===== config.mk =====
export PLATFORM = sky130hd
export DESIGN_NAME = fnd_scan_ctrl
export DESIGN_NICKNAME = d
export VERILOG_FILES = /design/src/rtl/fnd_scan_ctrl.sv
export SDC_FILE = /design/constraint.sdc
export NUM_CORES = 1
export LEC_CHECK = 0
export CORE_MARGIN = 2
export CORE_UTILIZATION = 25
export DETAILED_ROUTE_END_ITERATION = 6
export SYNTH_ARGS = -nofsm -noshare
export SYNTH_HDL_FRONTEND = slang
export SYNTH_SLANG_ARGS = --single-unit

===== constraint.sdc =====
create_clock -name clk -period 4.39 [get_ports clk]
set_clock_uncertainty 0.15 [all_clocks]
set_input_delay 0.6585 -clock clk [delete_from_list [all_inputs] [get_ports clk]]
set_output_delay 0.6585 -clock clk [all_outputs]
set_load 0.1 [all_outputs]

===== src/rtl/fnd_scan_ctrl.sv =====
// Multiplexed scan controller for an N-digit seven-segment display: steps the digit
// select, drives active-low commons with a dark lead-in per slot, applies masks/blink.
module fnd_scan_ctrl #(
    parameter int NUM_DIGITS = 6,
    parameter int SLOT_CYC   = 100000,
    parameter int DEAD_CYC   = 1000,
    parameter int BLINK_CYC  = 25000000
) (
    input  logic                  clk,
    input  logic                  reset,
    input  logic                  enable,
    input  logic [NUM_DIGITS-1:0] digit_mask,
    input  logic [NUM_DIGITS-1:0] blink_mask,
    output logic [2:0]            sel,
    output logic [NUM_DIGITS-1:0] fnd_comm,
    output logic                  blink_phase,
    output logic                  frame_done,
    output logic [1:0]            state_dbg
);

    localparam int SW = (SLOT_CYC > 1) ? $clog2(SLOT_CYC) : 1;
    localparam int BW = (BLINK_CYC > 1) ? $clog2(BLINK_CYC) : 1;
    localparam logic [SW-1:0] DEAD_LAST  = SW'(DEAD_CYC - 1);
    localparam logic [SW-1:0] SLOT_LAST  = SW'(SLOT_CYC - 1);
    localparam logic [BW-1:0] BLINK_LAST = BW'(BLINK_CYC - 1);
    localparam logic [2:0]    SEL_LAST   = 3'(NUM_DIGITS - 1);

    typedef enum logic [1:0] {
        IDLE = 2'd0,
        DEAD = 2'd1,
        ON   = 2'd2
    } state_t;

    state_t                  state, state_n;
    logic [SW-1:0]           slot_cnt, slot_cnt_n;
    logic [BW-1:0]           blink_cnt, blink_cnt_n;
    logic [2:0]              sel_n;
    logic [NUM_DIGITS-1:0]   comm_n;
    logic                    phase_n;
    logic                    frame_n;

    assign state_dbg = state;

    always_ff @(posedge clk) begin
        if (reset) begin
            state       <= IDLE;
            slot_cnt    <= '0;
            blink_cnt   <= '0;
            sel         <= 3'd0;
            fnd_comm    <= '1;
            blink_phase <= 1'b0;
            frame_done  <= 1'b0;
        end else begin
            state       <= state_n;
            slot_cnt    <= slot_cnt_n;
            blink_cnt   <= blink_cnt_n;
            sel         <= sel_n;
            fnd_comm    <= comm_n;
            blink_phase <= phase_n;
            frame_done  <= frame_n;
        end
    end

    always_comb begin
        state_n    = state;
        slot_cnt_n = slot_cnt;
        sel_n      = sel;
        frame_n    = 1'b0;

        case (state)
            IDLE: begin
                sel_n      = 3'd0;
                slot_cnt_n = '0;
                if (enable) state_n = DEAD;
            end
            DEAD: begin
                if (!enable) begin
                    state_n    = IDLE;
                    sel_n      = 3'd0;
                    slot_cnt_n = '0;
                end else begin
                    slot_cnt_n = slot_cnt + SW'(1);
                    if (slot_cnt == DEAD_LAST) state_n = ON;
                end
            end
            ON: begin
                if (!enable) begin
                    state_n    = IDLE;
                    sel_n      = 3'd0;
                    slot_cnt_n = '0;
                end else if (slot_cnt == SLOT_LAST) begin
                    // The select only moves here, so the digit mux settles while dark.
                    state_n    = DEAD;
                    slot_cnt_n = '0;
                    sel_n      = (sel == SEL_LAST) ? 3'd0 : sel + 3'd1;
                    frame_n    = (sel == SEL_LAST);
                end else begin
                    slot_cnt_n = slot_cnt + SW'(1);
                end
            end
            default: begin
                state_n    = IDLE;
                sel_n      = 3'd0;
                slot_cnt_n = '0;
            end
        endcase
    end

    // Blink timebase runs regardless of enable so the colon/dot logic stays in step.
    always_comb begin
        blink_cnt_n = blink_cnt + BW'(1);
        phase_n     = blink_phase;
        if (blink_cnt == BLINK_LAST) begin
            blink_cnt_n = '0;
            phase_n     = ~blink_phase;
        end
    end

    // Commons are computed from the next state so the register lines up with state/sel.
    always_comb begin
        comm_n = '1;
        if (state_n == ON) begin
            for (int i = 0; i < NUM_DIGITS; i++) begin
                if (sel_n == 3'(i) && !digit_mask[i] && !(blink_mask[i] && phase_n))
                    comm_n[i] = 1'b0;
            end
        end
    end

endmodule


=== Word-level counts from Yosys, hierarchy flattened ===
Cells that the tools add are included.

* Mux-type cells: 22
* Add/sub/neg operators: 3
* Bitwise logic cells: 5
* Equality and inequality tests: 12
* Reduce and logical (&&, ||, !) cells: 35

{| class="wikitable"
|+ Operators with widths
! operator !! number
|-
| $mux 17 || 3
|-
| $pmux 17 s2 || 1
|-
| $add 25x1->25 const B || 1
|-
| $eq 25x25->1 const B || 1
|-
| $logic_and 1x1->1 || 18
|-
| $add 17x1->17 const B || 1
|-
| $eq 17x10->1 const B || 1
|-
| $eq 17x17->1 const B || 1
|-
| $logic_not 1->1 || 12
|-
| $mux 3 || 4
|-
| $mux 2 || 5
|-
| $eq 3x3->1 const B || 3
|-
| $mux 1 || 7
|-
| $eq 3x2->1 const B || 2
|-
| $pmux 2 s3 || 1
|-
| $pmux 3 s2 || 1
|-
| $not 1->1 || 5
|-
| $eq 2x2->1 const B || 2
|-
| $reduce_or 2->1 || 2
|-
| $reduce_or 4->1 || 1
|-
| $add 3x1->3 const B || 1
|-
| $eq 3x1->1 const B || 1
|-
| $logic_not 3->1 || 1
|-
| $eq 2x1->1 const B || 1
|-
| $logic_not 2->1 || 1
|}

* Logic and storage cells: 84
* Output and inout bits: 13
* Bits of input ports: 15
* Register bits after elaboration: 55

=== Longest topological paths before layout ===
Gate-level depths: netlist of run 1.

* Word-level depth: 9
* Gate-level depth with buffers: 8
* Depth with buffers taken out: 8

=== Worst setup path after synthesis of run 1 ===
OpenSTA, ideal clock, no wires.

* Kind: flip-flop to flip-flop
* Start: register state[0] (netlist: state_dbg[0])
* End: register fnd_comm[3]
* Library setup time: 0.124 ns
* Stages on the path, launching flop included: 9
* Path buffers: 0
* Period minus slack after synthesis: 3.209 ns
* Data required time: 4.116 ns
* Slack: 1.181 ns
* Arrival time: 2.935 ns
* Cell sequence: dfxtp_1 inv_1 ha_1 a21o_1 a22oi_1 o221ai_1 a211oi_2 or4b_1 a2111o_1

* Longest elaborated chain between the ends: 6
* Elaborated cells on any way between the ends: 17
* Classes of those cells: eq/ne (4); mux (8); bitwise (1); reduce/logical (4)

{| class="wikitable"
|+ RTL lines
! what !! RTL line !! text
|-
| start: declaration || 34 || <nowiki>state_t state, state_n;</nowiki>
|-
| start signal: assignment || 54 || <nowiki>state <= state_n;</nowiki>
|-
| $eq 2x2->1, or another cell as far along || 70 || <nowiki>case (state)</nowiki>
|-
| $pmux 3 s2, or another cell as far along || 70 ||
|-
| $eq 3x2->1 / $pmux 2 s3 (equally long branches) || 124, 70 ||
|-
| $logic_and 1x1->1 / $eq 2x2->1 (equally long branches) || 124, 122 ||
|-
| $logic_and 1x1->1 / $not 1->1 (equally long branches) || -- ||
|-
| $mux 1 / $reduce_or 2->1 (equally long branches) || -- ||
|-
| end signal: assignment || 58 || <nowiki>fnd_comm <= comm_n;</nowiki>
|-
| end: declaration || 15 || <nowiki>output logic [NUM_DIGITS-1:0] fnd_comm,</nowiki>
|}

Several ways; a longest one is shown, not always the timed one.
A chain may end at the register's enable or synchronous reset.

=== Worst setup path after layout of run 1 ===
* Start: register sel[1]
* End: output sel[1]

{| class="wikitable"
|+ RTL lines
! what !! RTL line !! text
|-
| start: declaration || 14 || <nowiki>output logic [2:0] sel,</nowiki>
|-
| start signal: assignment || 57 || <nowiki>sel <= sel_n;</nowiki>
|}

No word-level cell between the ends.

==> results of run 1 <==
through the flow:
stage | util | hold WS, ns | total power (uW) | cell area, um^2 | cells
final | 0.309 | 0.300 | 872 | 2990 | 433
after floorplan | - | 0.268 | 542 | 2480 | 272
after CTS | 0.309 | 0.302 | 881 | 2990 | 433
after detailed placement | 0.299 | 0.286 | 561 | 2890 | 426
after global routing | 0.309 | 0.344 | 908 | 2990 | 433
after global placement | 0.299 | 0.279 | 561 | 2890 | 426
synthesized netlist by cell type (2+ instances only):
cell type and number:
nand3b_1 6, and4_1 4, nor2b_1 2, nor3_1 5
or3_1 2, inv_1 5, xor2_1 27, a2111o_1 3
nor4_1 2, ha_1 6, nor4b_1 3, a21oi_1 6
and3_1 9, nor2_1 49, dfxtp_1 55, a31oi_1 2
xnor2_1 10, nand3_1 21, nand4_1 9, and2_1 2
nand2_1 14, o21ai_0 3, nand4b_1 2, clkbuf_1 5
logic make-up (layout without fill, tap and decap cells):
family | Yosys count | after routing | synth area share
AOI/OAI and AO/OA | 21 | 21 | 0.0611
xor gates and xnor gates | 37 | 37 | 0.131
adders and majority gates | 6 | 6 | 0.0303
buffers and inverters | 11 | 39 | 0.0172
DFF | 55 | 55 | 0.444
muxes | 2 | 2 | 0.00858
and+or+nand+nor | 140 | 140 | 0.308
layout by cell type, fill, tap and decap left out, types with 2 or more instances in the layout:
cell / synthesis / routed
nand4_1: 9 / 9
a2111o_1: 3 / 3
nor4b_1: 3 / 3
nor2b_1: 2 / 2
nor2_1: 49 / 49
nand3_1: 21 / 21
ha_1: 6 / 6
nor3_1: 5 / 5
inv_1: 5 / 5
dfxtp_1: 55 / 55
nand3b_1: 6 / 6
o21ai_0: 3 / 3
and4_1: 4 / 4
clkdlybuf4s50_1: 0 / 27
nor4_1: 2 / 2
a21oi_1: 6 / 6
xor2_1: 27 / 27
nand2_1: 14 / 14
nand4b_1: 2 / 2
clkbuf_8: 0 / 5
or3_1: 2 / 2
and2_1: 2 / 2
xnor2_1: 10 / 10
and3_1: 9 / 9
a31oi_1: 2 / 2
metal layers:
| metal | up-vias | track usage | wire (um) |
|---|---|---|---|
| met5 | - | 0 | 0 |
| met4 | 0 | 0.0232 | 48 |
| met3 | 6 | 0.0271 | 189 |
| met2 | 30 | 0.146 | 2070 |
| met1 | 936 | 0.135 | 2540 |
| li1 | 1009 | - | - |
path summary, 6_finish.rpt:
path,to
worst max-delay path,sel[1]
worst max register to register,blink_cnt[4]
worst min register to register,slot_cnt[0]
worst min-delay path,slot_cnt[0]
power groups by stage:
stage	Clock, uW	Combinational (uW)	Sequential (uW)
2_1_floorplan	0	18.3	523
3_3_place_gp	0	42.8	518
3_5_place_dp	0	43.1	518
4_1_cts	332	43.4	506
5_1_grt	353	47.7	507
6_report	323	43.0	506
area by class of cell:
type	instances	area, um^2
Tap cell	133	166
Multi-Input combinational cell	206	1340
Inverter	5	18.8
Clock buffer	6	72.6
Sequential cell	55	1100
Fill cell	1021	6690
Timing Repair Buffer	27	270
Clock inverter	1	30.0
registers in the layout (all words and copies together), names as in the netlist:
register	flops
blink_cnt	25
blink_phase	1
fnd_comm	6
frame_done	1
sel	3
slot_cnt	17
state_dbg	2
==> flow_summary.ini, run 1 <==
[place]
hpwl_um = 3550
dp_slack_ns = 1.35
numPortBuffers = 27
place_congestion = 0.774

[worst_setup_path]
crit_chain = clkdlybuf4s50_1
crit_family = buffers and inverters
critPathArrivalTime_ns = 1.97
crit_start = sel[1]
start_kind = flip-flop
critPathMaxStageDelay_ns = 1.19
critPathCaptureType = output port
critPathKind = flip-flop to output port
r2r_slack_ns = 1.62
crit_cells = 1
cp.required_ns = 3.58
r2r-start = blink_cnt[21]
cp.buffers_inverters = 1
reg2regPathDepth = 5
crit_slowest_cell = clkdlybuf4s50_1
worstPathMaxFanout = 7

[routing]
remaining_drc_errors = 0
wl_per_cell_um = 11.2
firstDrtPassIters = 4
first_iter_violations = 76
via_count = 1981
post_drt_via_cell_ratio = 4.58
antenna_left = 0
postRouteWirelength_um = 4840

[min_path]
hold_path.startpoint = slot_cnt[0]
hold_depth = 1
holdCritPathClass = flip-flop to flip-flop

[yosys]
synth_edf_count = 0
synth_fp_nets = 293
synth_area_um2 = 2480
netlist-cell-type-count = 44
ys.flop_type = dfxtp_1
syn_area_per_cell_um2 = 9.11
synth-seq-cells = 55
netlist_instances = 272
yosys-top-cells-area = dfxtp_1, xor2_1, nor2_1
synth_top_area_share = 0.444
ys_seq_area_frac = 0.444
ys_warn_count = 0
synth_area_leader_cell = dfxtp_1
synthArstFlopShare = 0

[cts]
h-tree-depth = 2
clk_path_buf_depth = 2
cts_buffers = 5
clkTransAtPathRegs_ns = 0.09
clock_latency_ns = 0.31
cts-resized-gates = 0
cts_tree = yes
clock_sinks = 55
cts-root-buf = clkbuf_8
cts_setup_buffers = 0
cts_hold_buffers = 0

[power_and_ir_drop]
sw_frac_of_total = 0.210
internal-power_uw = 689
clockPowerShare = 0.371
peakVddDrop_mv = 0.138
seqPwrFrac = 0.580
p_per_area_nw_per_um2 = 291
p_sw_uw = 183
p_leak_uw = 0.000991
combPwrFrac = 0.049

[timing]
drv_slew = 0
finalSetupViolCount = 0
finalSetupTns_ns = 0
fmax_mhz = 360
post-route-min-period_ns = 2.78
max_slew_margin = 0.335
worst_pin_slew_ns = 0.995
hold_violations = 0
setup_ws_ns = 1.61
fin_crit_sh = 0.633
rsz0062_at_grt = false

[grt]
grt_pass1_vias = 1895
overflow = 0
grt.total_usage = 0.0960
grt_pass1_wl_um = 8770
grt_max_degree = 26
antenna_found_initial = 0

[final_layout]
layout.nets = 321
syn_to_final_growth_pct = 20.8
antenna_cells = 0
drive_gt1_frac = 0.0467

[die]
rows = 36
start_util = 0.256
dieArea_um2 = 10700
die_x_um = 104
num_io_pins = 28
core-area_um2 = 9680
die_h_um = 104

[job]
maxCapViolations = 0

[status]
status = complete, no violations
No activity file was read; power rests on OpenSTA's default activity.
==> inputs of run 2 (changes only) <==
==> constraint.sdc (replaced) <==
create_clock -name clk -period 2.5 [get_ports clk]
set_clock_uncertainty 0.15 [all_clocks]
set_input_delay 0.375 -clock clk [delete_from_list [all_inputs] [get_ports clk]]
set_output_delay 0.375 -clock clk [all_outputs]
set_load 0.1 [all_outputs]
==> run 2 against run 1 <==
  * Global-route usage increased by 0.69 points
  * Register-to-register slack got worse by 1.5 ns
  * Total power increased by 69%
  * Setup slack got worse by 1.5 ns
  * Die area unchanged
  * Count of clock-buffer cells in the layout unchanged
  * Utilization increased by 3.2 points
  * Clock power increased by 53%
  * Via count increased by 6.0%
  * Final cell count increased by 7.6%
==> flow_summary.ini, run 2 (same netlist as run 1, synthesis figures left out) <==
[worst_setup_path]
crit_cells = 7
critPathCaptureType = flip-flop
start_kind = flip-flop
crit_chain = nor4_4, nand4_1, and3_1, o311ai_2, buf_4, nand3b_1, a2111o_1
critPathMaxStageDelay_ns = 0.38
critPathArrivalTime_ns = 2.44
crit_family = simple AND/OR/NAND/NOR gates
worstPathMaxFanout = 3
cp.buffers_inverters = 1
reg2regPathDepth = 7
cp.required_ns = 2.55
critPathKind = flip-flop to flip-flop
crit_slowest_cell = a2111o_1

[grt]
antenna_found_initial = 0
grt_pass1_wl_um = 9480
overflow = 0
grt_max_degree = 26
grt_pass1_vias = 2091
grt.total_usage = 0.103

[die]
start_util = 0.256
core-area_um2 = 9680
num_io_pins = 28
die_h_um = 104
rows = 36
die_x_um = 104
dieArea_um2 = 10700

[final_layout]
antenna_cells = 0
fill_cells = 991
reg_top3 = blink_cnt: 25 flops, slot_cnt: 17 flops, fnd_comm: 6 flops
layout_common_cells = nor2_1, dfxtp_1, buf_4, xor2_1, nand3_1
max_flop_register = blink_cnt
final_core_utilization = 0.341
multiInputGateArea_um2 = 1420
final_common_cell = nor2_1
syn_to_final_growth_pct = 33.3
layout.nets = 353
drive_gt1_frac = 0.240
regArea_um2 = 1120
largest_register_ffs = 25

[power_and_ir_drop]
internal-power_uw = 1130
p_sw_uw = 347
clockPowerShare = 0.335
seqPwrFrac = 0.598
p_per_area_nw_per_um2 = 447
sw_frac_of_total = 0.235
combPwrFrac = 0.068
peakVddDrop_mv = 0.297
p_leak_uw = 0.00119

[routing]
antenna_left = 0
via_count = 2100
post_drt_via_cell_ratio = 4.51
remaining_drc_errors = 0
wl_per_cell_um = 11.7
first_iter_violations = 47
firstDrtPassIters = 4
postRouteWirelength_um = 5450

[cts]
clkTransAtPathRegs_ns = 0.10
clk_path_buf_depth = 2
clock_latency_ns = 0.30
cts_tree = yes
cts_buffers = 5
clock_sinks = 55
h-tree-depth = 2
cts-root-buf = clkbuf_8

[status]
status = complete, no violations

[place]
hpwl_um = 3960
dp_slack_ns = -0.174
place_congestion = 0.838
numPortBuffers = 27

[timing]
setup_ws_ns = 0.103
finalSetupViolCount = 0
fmax_mhz = 417
post-route-min-period_ns = 2.40
hold_violations = 0
max_slew_margin = 0.729
drv_slew = 0
worst_pin_slew_ns = 0.402
fin_crit_sh = 0.959

[min_path]
hold_depth = 2
holdCritPathClass = flip-flop to flip-flop

[job]
maxCapViolations = 0
-- run 2: cell types whose count changed in the layout (fill, tap and decap cells not counted), sizes merged --
cell           before  now
buf                 0   45
bufinv              1    0
clkinv              0    2
clkdlybuf4s50      27   14
-- run 2: power groups by stage --
stage          combinational [uW]  clock [uW]  sequential, uW
2_1_floorplan                32.1           0             918
3_3_place_gp                 95.3           0             904
3_5_place_dp                 96.5           0             904
4_1_cts                      98.0         516             884
5_1_grt                       109         548             885
6_report                     99.9         494             883
-- run 2: worst paths after layout --
| kind | startpoint | endpoint | slack, ns |
|---|---|---|---|
| setup / recovery | slot_cnt[11] | fnd_comm[5] | 0.10 |
| hold / removal | sel[2] | frame_done | 0.35 |
| setup reg to reg | slot_cnt[11] | fnd_comm[5] | 0.10 |
| hold reg to reg | sel[2] | frame_done | 0.35 |
-- run 2: metal layers --
layer  routed length (um)  GRT usage  up-vias
met5                    0          0        -
met4                   31     0.0203        0
met3                  168     0.0302        4
met2                 2570      0.167       30
met1                 2690      0.136      991
li1                     -          -     1075
-- run 2: worst min-delay path: cells and delay by family, from the launching register on --
family        cells  cell delay [ns]
flops             1             0.36
simple gates      2             0.10
-- run 2: final cells by class --
cell class	instances	area share
clock buffer	6	0.0220
multi-input combinational	206	0.429
sequential	55	0.339
tap	133	0.0504
inverter	5	0.00568
timing repair buffer	59	0.148
clock inverter	2	0.00530
-- run 2: metrics by stage --
step	total power [uW]	setup TNS [ns]	std cells	instance area (um^2)	hold slack (ns)
final	1480	0	466	3300	0.351
after global routing	1540	-0.0117	466	3300	0.385
after CTS	1500	0	466	3240	0.354
after detailed placement	1000	-0.174	457	3120	0.336
after global placement	1000	-0.142	457	3120	0.331
after floorplan	950	-0.133	272	2490	0.268
-- run 2: what timing repair did --
action / in CTS / in global routing
hold buffers: 0 / 0
endpoints found under the setup margin: 1 / 7
endpoints found under the hold margin: 0 / 0
resized for setup: 7 / 13
pin swaps: 3 / 4
buffers inserted: 1 / 0
